[config.mk]
export PLATFORM = sky130hd
export DESIGN_NAME = keypad_scanner
export DESIGN_NICKNAME = d
export VERILOG_FILES = /design/src/rtl/keypad_scanner.sv
export SDC_FILE = /design/constraint.sdc
export NUM_CORES = 1
export LEC_CHECK = 0
export ABC_CLOCK_PERIOD_IN_PS = 4100
export CAP_MARGIN = 25
export CORE_UTILIZATION = 55
export CTS_CLUSTER_DIAMETER = 100
export DETAILED_ROUTE_END_ITERATION = 16
export HOLD_SLACK_MARGIN = 0.12
export PLACE_DENSITY = 0.82
export SYNTH_ARGS = -nofsm -noshare
export SYNTH_HDL_FRONTEND = slang
export SYNTH_SLANG_ARGS = --single-unit
[constraint.sdc]
create_clock -name clk -period 4.1 [get_ports clk]
set_clock_uncertainty 0.1 [all_clocks]
set_input_delay 0.615 -clock clk [delete_from_list [all_inputs] [get_ports clk]]
set_output_delay 0.615 -clock clk [all_outputs]
set_load 0.02 [all_outputs]
[src/rtl/keypad_scanner.sv]
// 4x4 matrix keypad scanner with press/release debounce and a valid/ack key handshake.
// Optional auto-repeat while a key is held is enabled by defining KEYPAD_AUTOREPEAT_EN.
module keypad_scanner #(
    parameter int SCAN_DIV_W      = 5,
    parameter int DEBOUNCE_CYCLES = 16
`ifdef KEYPAD_AUTOREPEAT_EN
   ,parameter int REPEAT_CYCLES   = 1024
`endif
) (
    input  logic       clk,
    input  logic       rst_n,
    input  logic [3:0] col_i,
    output logic [3:0] row_o,
    output logic [3:0] key_code_o,
    output logic       key_valid_o,
    input  logic       key_ack_i,
    output logic       key_held_o,
    output logic       overrun_o
);

    localparam int DEB_W = $clog2(DEBOUNCE_CYCLES);
    localparam logic [DEB_W-1:0] DEB_LAST = DEB_W'(DEBOUNCE_CYCLES - 1);
`ifdef KEYPAD_AUTOREPEAT_EN
    localparam int REP_W = $clog2(REPEAT_CYCLES);
    localparam logic [REP_W-1:0] REP_LAST = REP_W'(REPEAT_CYCLES - 1);
`endif

    typedef enum logic [1:0] {SCAN, DEB_PRESS, HELD, DEB_REL} state_t;

    state_t                state, state_n;
    logic [3:0]            col_meta, cs;
    logic [SCAN_DIV_W-1:0] dwell, dwell_n;
    logic [DEB_W-1:0]      deb_cnt, deb_n;
    logic [1:0]            row_idx, row_n;
    logic [3:0]            cap_pat, cap_n;
    logic                  accept, accept_n;
    logic [3:0]            cs_low;
    logic                  single_low;
    logic [3:0]            cur_code;
`ifdef KEYPAD_AUTOREPEAT_EN
    logic [REP_W-1:0]      rep_cnt, rep_n;
`endif

    function automatic logic [3:0] map_key(input logic [1:0] row, input logic [3:0] pat);
        logic [1:0] col;
        logic [3:0] code;
        case (pat)
            4'b1110: col = 2'd0;
            4'b1101: col = 2'd1;
            4'b1011: col = 2'd2;
            default: col = 2'd3;
        endcase
        case ({row, col})
            4'h0: code = 4'h1;
            4'h1: code = 4'h2;
            4'h2: code = 4'h3;
            4'h3: code = 4'hA;
            4'h4: code = 4'h4;
            4'h5: code = 4'h5;
            4'h6: code = 4'h6;
            4'h7: code = 4'hB;
            4'h8: code = 4'h7;
            4'h9: code = 4'h8;
            4'hA: code = 4'h9;
            4'hB: code = 4'hC;
            4'hC: code = 4'hE;
            4'hD: code = 4'h0;
            4'hE: code = 4'hF;
            default: code = 4'hD;
        endcase
        return code;
    endfunction

    // Exactly one column pulled low; anything else is idle or a ghosting pattern.
    assign cs_low     = ~cs;
    assign single_low = (cs_low != 4'd0) && ((cs_low & (cs_low - 4'd1)) == 4'd0);
    assign cur_code   = map_key(row_idx, cap_pat);

    always_comb begin
        state_n  = state;
        dwell_n  = dwell;
        deb_n    = deb_cnt;
        row_n    = row_idx;
        cap_n    = cap_pat;
        accept_n = 1'b0;
`ifdef KEYPAD_AUTOREPEAT_EN
        rep_n    = rep_cnt;
`endif
        case (state)
            SCAN: begin
                dwell_n = dwell + SCAN_DIV_W'(1);
                if (&dwell) begin
                    dwell_n = '0;
                    if (single_low) begin
                        cap_n   = cs;
                        deb_n   = '0;
                        state_n = DEB_PRESS;
                    end else begin
                        row_n = row_idx + 2'd1;
                    end
                end
            end
            DEB_PRESS: begin
                if (cs == cap_pat) begin
                    if (deb_cnt == DEB_LAST) begin
                        accept_n = 1'b1;
                        deb_n    = '0;
                        state_n  = HELD;
`ifdef KEYPAD_AUTOREPEAT_EN
                        rep_n    = '0;
`endif
                    end else begin
                        deb_n = deb_cnt + DEB_W'(1);
                    end
                end else begin
                    deb_n   = '0;
                    dwell_n = '0;
                    state_n = SCAN;
                end
            end
            HELD: begin
                if (cs == 4'hF) begin
                    deb_n   = '0;
                    state_n = DEB_REL;
`ifdef KEYPAD_AUTOREPEAT_EN
                    rep_n   = '0;
                end else if (rep_cnt == REP_LAST) begin
                    accept_n = 1'b1;
                    rep_n    = '0;
                end else begin
                    rep_n = rep_cnt + REP_W'(1);
`endif
                end
            end
            DEB_REL: begin
                if (cs == 4'hF) begin
                    if (deb_cnt == DEB_LAST) begin
                        deb_n   = '0;
                        dwell_n = '0;
                        row_n   = row_idx + 2'd1;
                        state_n = SCAN;
                    end else begin
                        deb_n = deb_cnt + DEB_W'(1);
                    end
                end else begin
                    // Bounce during release: the key is still down, no second accept.
                    deb_n   = '0;
                    state_n = HELD;
`ifdef KEYPAD_AUTOREPEAT_EN
                    rep_n   = '0;
`endif
                end
            end
            default: state_n = SCAN;
        endcase
    end

    always_ff @(posedge clk or negedge rst_n) begin
        if (!rst_n) begin
            col_meta   <= 4'hF;
            cs         <= 4'hF;
            state      <= SCAN;
            dwell      <= '0;
            deb_cnt    <= '0;
            row_idx    <= 2'd0;
            row_o      <= 4'b1110;
            cap_pat    <= 4'hF;
            accept     <= 1'b0;
            key_held_o <= 1'b0;
`ifdef KEYPAD_AUTOREPEAT_EN
            rep_cnt    <= '0;
`endif
        end else begin
            col_meta   <= col_i;
            cs         <= col_meta;
            state      <= state_n;
            dwell      <= dwell_n;
            deb_cnt    <= deb_n;
            row_idx    <= row_n;
            row_o      <= ~(4'b0001 << row_n);
            cap_pat    <= cap_n;
            accept     <= accept_n;
            key_held_o <= (state_n == HELD) || (state_n == DEB_REL);
`ifdef KEYPAD_AUTOREPEAT_EN
            rep_cnt    <= rep_n;
`endif
        end
    end

    // A new key always wins over a same-cycle ack; only an unacked overwrite is an overrun.
    always_ff @(posedge clk or negedge rst_n) begin
        if (!rst_n) begin
            key_code_o  <= 4'h0;
            key_valid_o <= 1'b0;
            overrun_o   <= 1'b0;
        end else if (accept) begin
            key_code_o  <= cur_code;
            key_valid_o <= 1'b1;
            if (key_valid_o && !key_ack_i) begin
                overrun_o <= 1'b1;
            end
        end else if (key_ack_i) begin
            key_valid_o <= 1'b0;
        end
    end

endmodule

==> reports/summary.txt <==
Layout cell share with drive strength beyond 1: 14.2%
R2r setup slk: 1.92 ns
Initial core utilization: 58.5%
Crit-path max FO: 1
Synth Register Bits: 37
Synth cell count leaders: dfrtp_1, nand2_1, dfstp_2
Diodes inserted: 0
Largest net degree at the start of global routing: 38
P&R area growth vs syn: 13.5%
Count leader, synth: dfrtp_1
Via density: 5.82
Yosys top cell area share: 27.5%
Final Slew Violations: 0
Async set or reset register ratio after synthesis: 100%
Reg2reg end: row_o[3]$_DFF_PN1_
Filler cell count: 262
Antenna Violating Nets Remaining: 0
Avg WL per Cell: 13.7 µm
WHS Path Cells: 0
Critical Path End Type: output pin
Top delay family on crit path: buffers and inverters
CP startpoint kind: register
Die ar.: 0.00388 mm²
VDD IR max: 0.218 mV
Leak: 0.986 nW
# resized after CTS: 0
Initial antenna violation count: 0
Sequential area share after synthesis: 47.2%
Grt total ovfl: 0
Final WS setup: 1.90 ns
Total track usage: 21.1%
Synth area leaders: dfrtp_1, dfstp_2, ha_1
Synth Warn #: 0
Worst min path class: register to register
CP Cell Sequence: clkdlybuf4s50_1
Longest Clk Path Bufs: 2
Placed Instances: 249
Vias in the first global route: 1447
Die width: 62.3 µm
First-pass DRT Iterations: 4
Gate count after technology mapping: 195
Iter 0 DRT Violations: 129
Top_reg_cell synth: dfrtp_1
Synthesized area: 0.00200 mm²
Fin nets: 229
Hold_sp: col_meta[0]$_DFF_PN1_
Wl on met1: 1.58 mm
Clk root buf: clkbuf_4
Max Cap Violations: 0
Final Hold Fails: 0
RSZ-0062 raised after global routing: no
CP max stage delay: 0.59 ns
Post-CTS setup buffer count: 0
Fmax: 455 MHz
Global placer's final weighted congestion: 0.869
Leading area contributor after synthesis: dfrtp_1
Fin cells: 257
Fin crit share: 53.6%
Syn avg cell area: 10.3 µm²
Req. time, crit path: 3.38 ns
Post-synth EDFFs: 0
Hold slack: 0.250 ns
H-tree Lvls: 2
Worst-Skew Late Latency: 0.35 ns
# clock sinks: 37
Hold path endpoint: cs[0]$_DFF_PN1_
Area of the core: 0.00342 mm²
CTS hold repair buffers: 0
CTS tree: yes
Kind of critical path: register to output pin
Headroom to the max-slew limit: 71.5%
# IOs: 18
Outcome: completed
Reg clk slew, reported paths: 0.12 ns
Top sig layer: met4
Yosys cell types: 48
Crit path buf inv count: 1
Area post-placement: 0.00218 mm²
Fin crit period: 2.20 ns
Via Count: 1497
CTS buffer count: 5
IO buf count: 17
Detailed-route DRC error count: 0
PwrDens: 399 mW/mm²
Total nets after synthesis: 214
Post-route design area: 0.00227 mm²
Worst r2r path cells: 8
Worst slack at placement: 1.95 ns
FP Rows: 21
DP HPWL: 2.54 mm
Chip height: 62.3 µm
Met3 routed WL: 146 µm
Arr. time, crit path: 1.48 ns
Critical Path Slowest Stage Cell: clkdlybuf4s50_1
First-pass GRT wire length: 6.41 mm
Final setup fails: 0
Drt total wl: 3.52 mm
Final setup TNS: 0 ns
Met2 Wirelength: 1.73 mm
Reg-to-reg critical path startpoint: dwell[0]$_DFFE_PN0P_
Tightest Pin Transition: 0.428 ns
-- layout by cell type, fill, tap and decap left out, types with 4 or more instances in the layout --
cell type,count
and3_1,5
nand2_1,17
ha_1,12
inv_1,10
clkdlybuf4s50_1,17
o21ai_1,12
nor2_1,13
nand3_1,5
nand2b_1,4
o211ai_1,4
clkbuf_4,5
a21oi_1,8
xor2_1,5
a22o_1,4
dfstp_2,15
dfrtp_1,22
nor2b_1,5
-- final cells by class --
class	instances	area (µm²)	area share, %
clock buffer	6	51.3	2.26
clock inverter	2	36.3	1.60
inverter	11	41.3	1.82
multi-input combinational	137	960	42.3
sequential	37	945	41.6
tap	46	57.6	2.54
timing repair buffer	18	178	7.83
-- state kept, by name (all words and copies together) (netlist names) --
register and flops:
deb_cnt 4, dwell 5, cs 4, key_valid_o 1
state 2, key_held_o 1, overrun_o 1, accept 1
col_meta 4, row_idx 2, cap_pat 4, key_code_o 4
row_o 4
-- cell families (layout without fill, tap and decap cells) --
logic type | count (synthesis) | after routing | share of synthesized area, %
AND/OR/NAND/NOR | 64 | 64 | 17.4
multiplexers | 3 | 3 | 2.25
adder cells (fa/ha/maj) | 12 | 12 | 7.51
buffers and inverters | 21 | 37 | 4.76
flip-flops | 37 | 37 | 47.2
XOR/XNOR | 7 | 7 | 3.07
AO/OA/AOI/OAI | 51 | 51 | 17.8
-- power by group --
group          internal [W]  total (W)  switching, W
combinational     0.0000851   0.000195      0.000110
clock              0.000145   0.000270      0.000125
sequential         0.000405   0.000441     0.0000364
total              0.000635   0.000906      0.000271
-- worst max path at each step --
stage / cells past startpoint / endpoint / start / slack, ns
3_5_place_dp: 8 / row_o[1]$_DFF_PN1_ / dwell[0]$_DFFE_PN0P_ / 1.95
6_report: 1 / row_o[1] / row_o[1]$_DFF_PN1_ / 1.90
4_1_cts: 1 / row_o[1] / row_o[1]$_DFF_PN1_ / 1.89
3_3_place_gp: 6 / dwell[3]$_DFFE_PN0P_ / dwell[0]$_DFFE_PN0P_ / 2.07
2_1_floorplan: 6 / dwell[3]$_DFFE_PN0P_ / dwell[0]$_DFFE_PN0P_ / 2.13
5_1_grt: 8 / row_o[2]$_DFF_PN1_ / dwell[0]$_DFFE_PN0P_ / 1.72
-- metrics by stage --
step / util (%) / total power, W
2_1_floorplan: - / 0.000588
3_3_place_gp: 63.8 / 0.000630
3_5_place_dp: 63.8 / 0.000642
4_1_cts: 66.4 / 0.000912
5_1_grt: 66.4 / 0.000968
6_report: 66.4 / 0.000906
-- layer usage --
layer | up-vias | GRT usage [%]
met5 | - | 0
met4 | 0 | 10.5
met3 | 7 | 5.70
met2 | 39 | 33.8
met1 | 725 | 26.2
li1 | 726 | -
(Power assumes the default switching activity.)
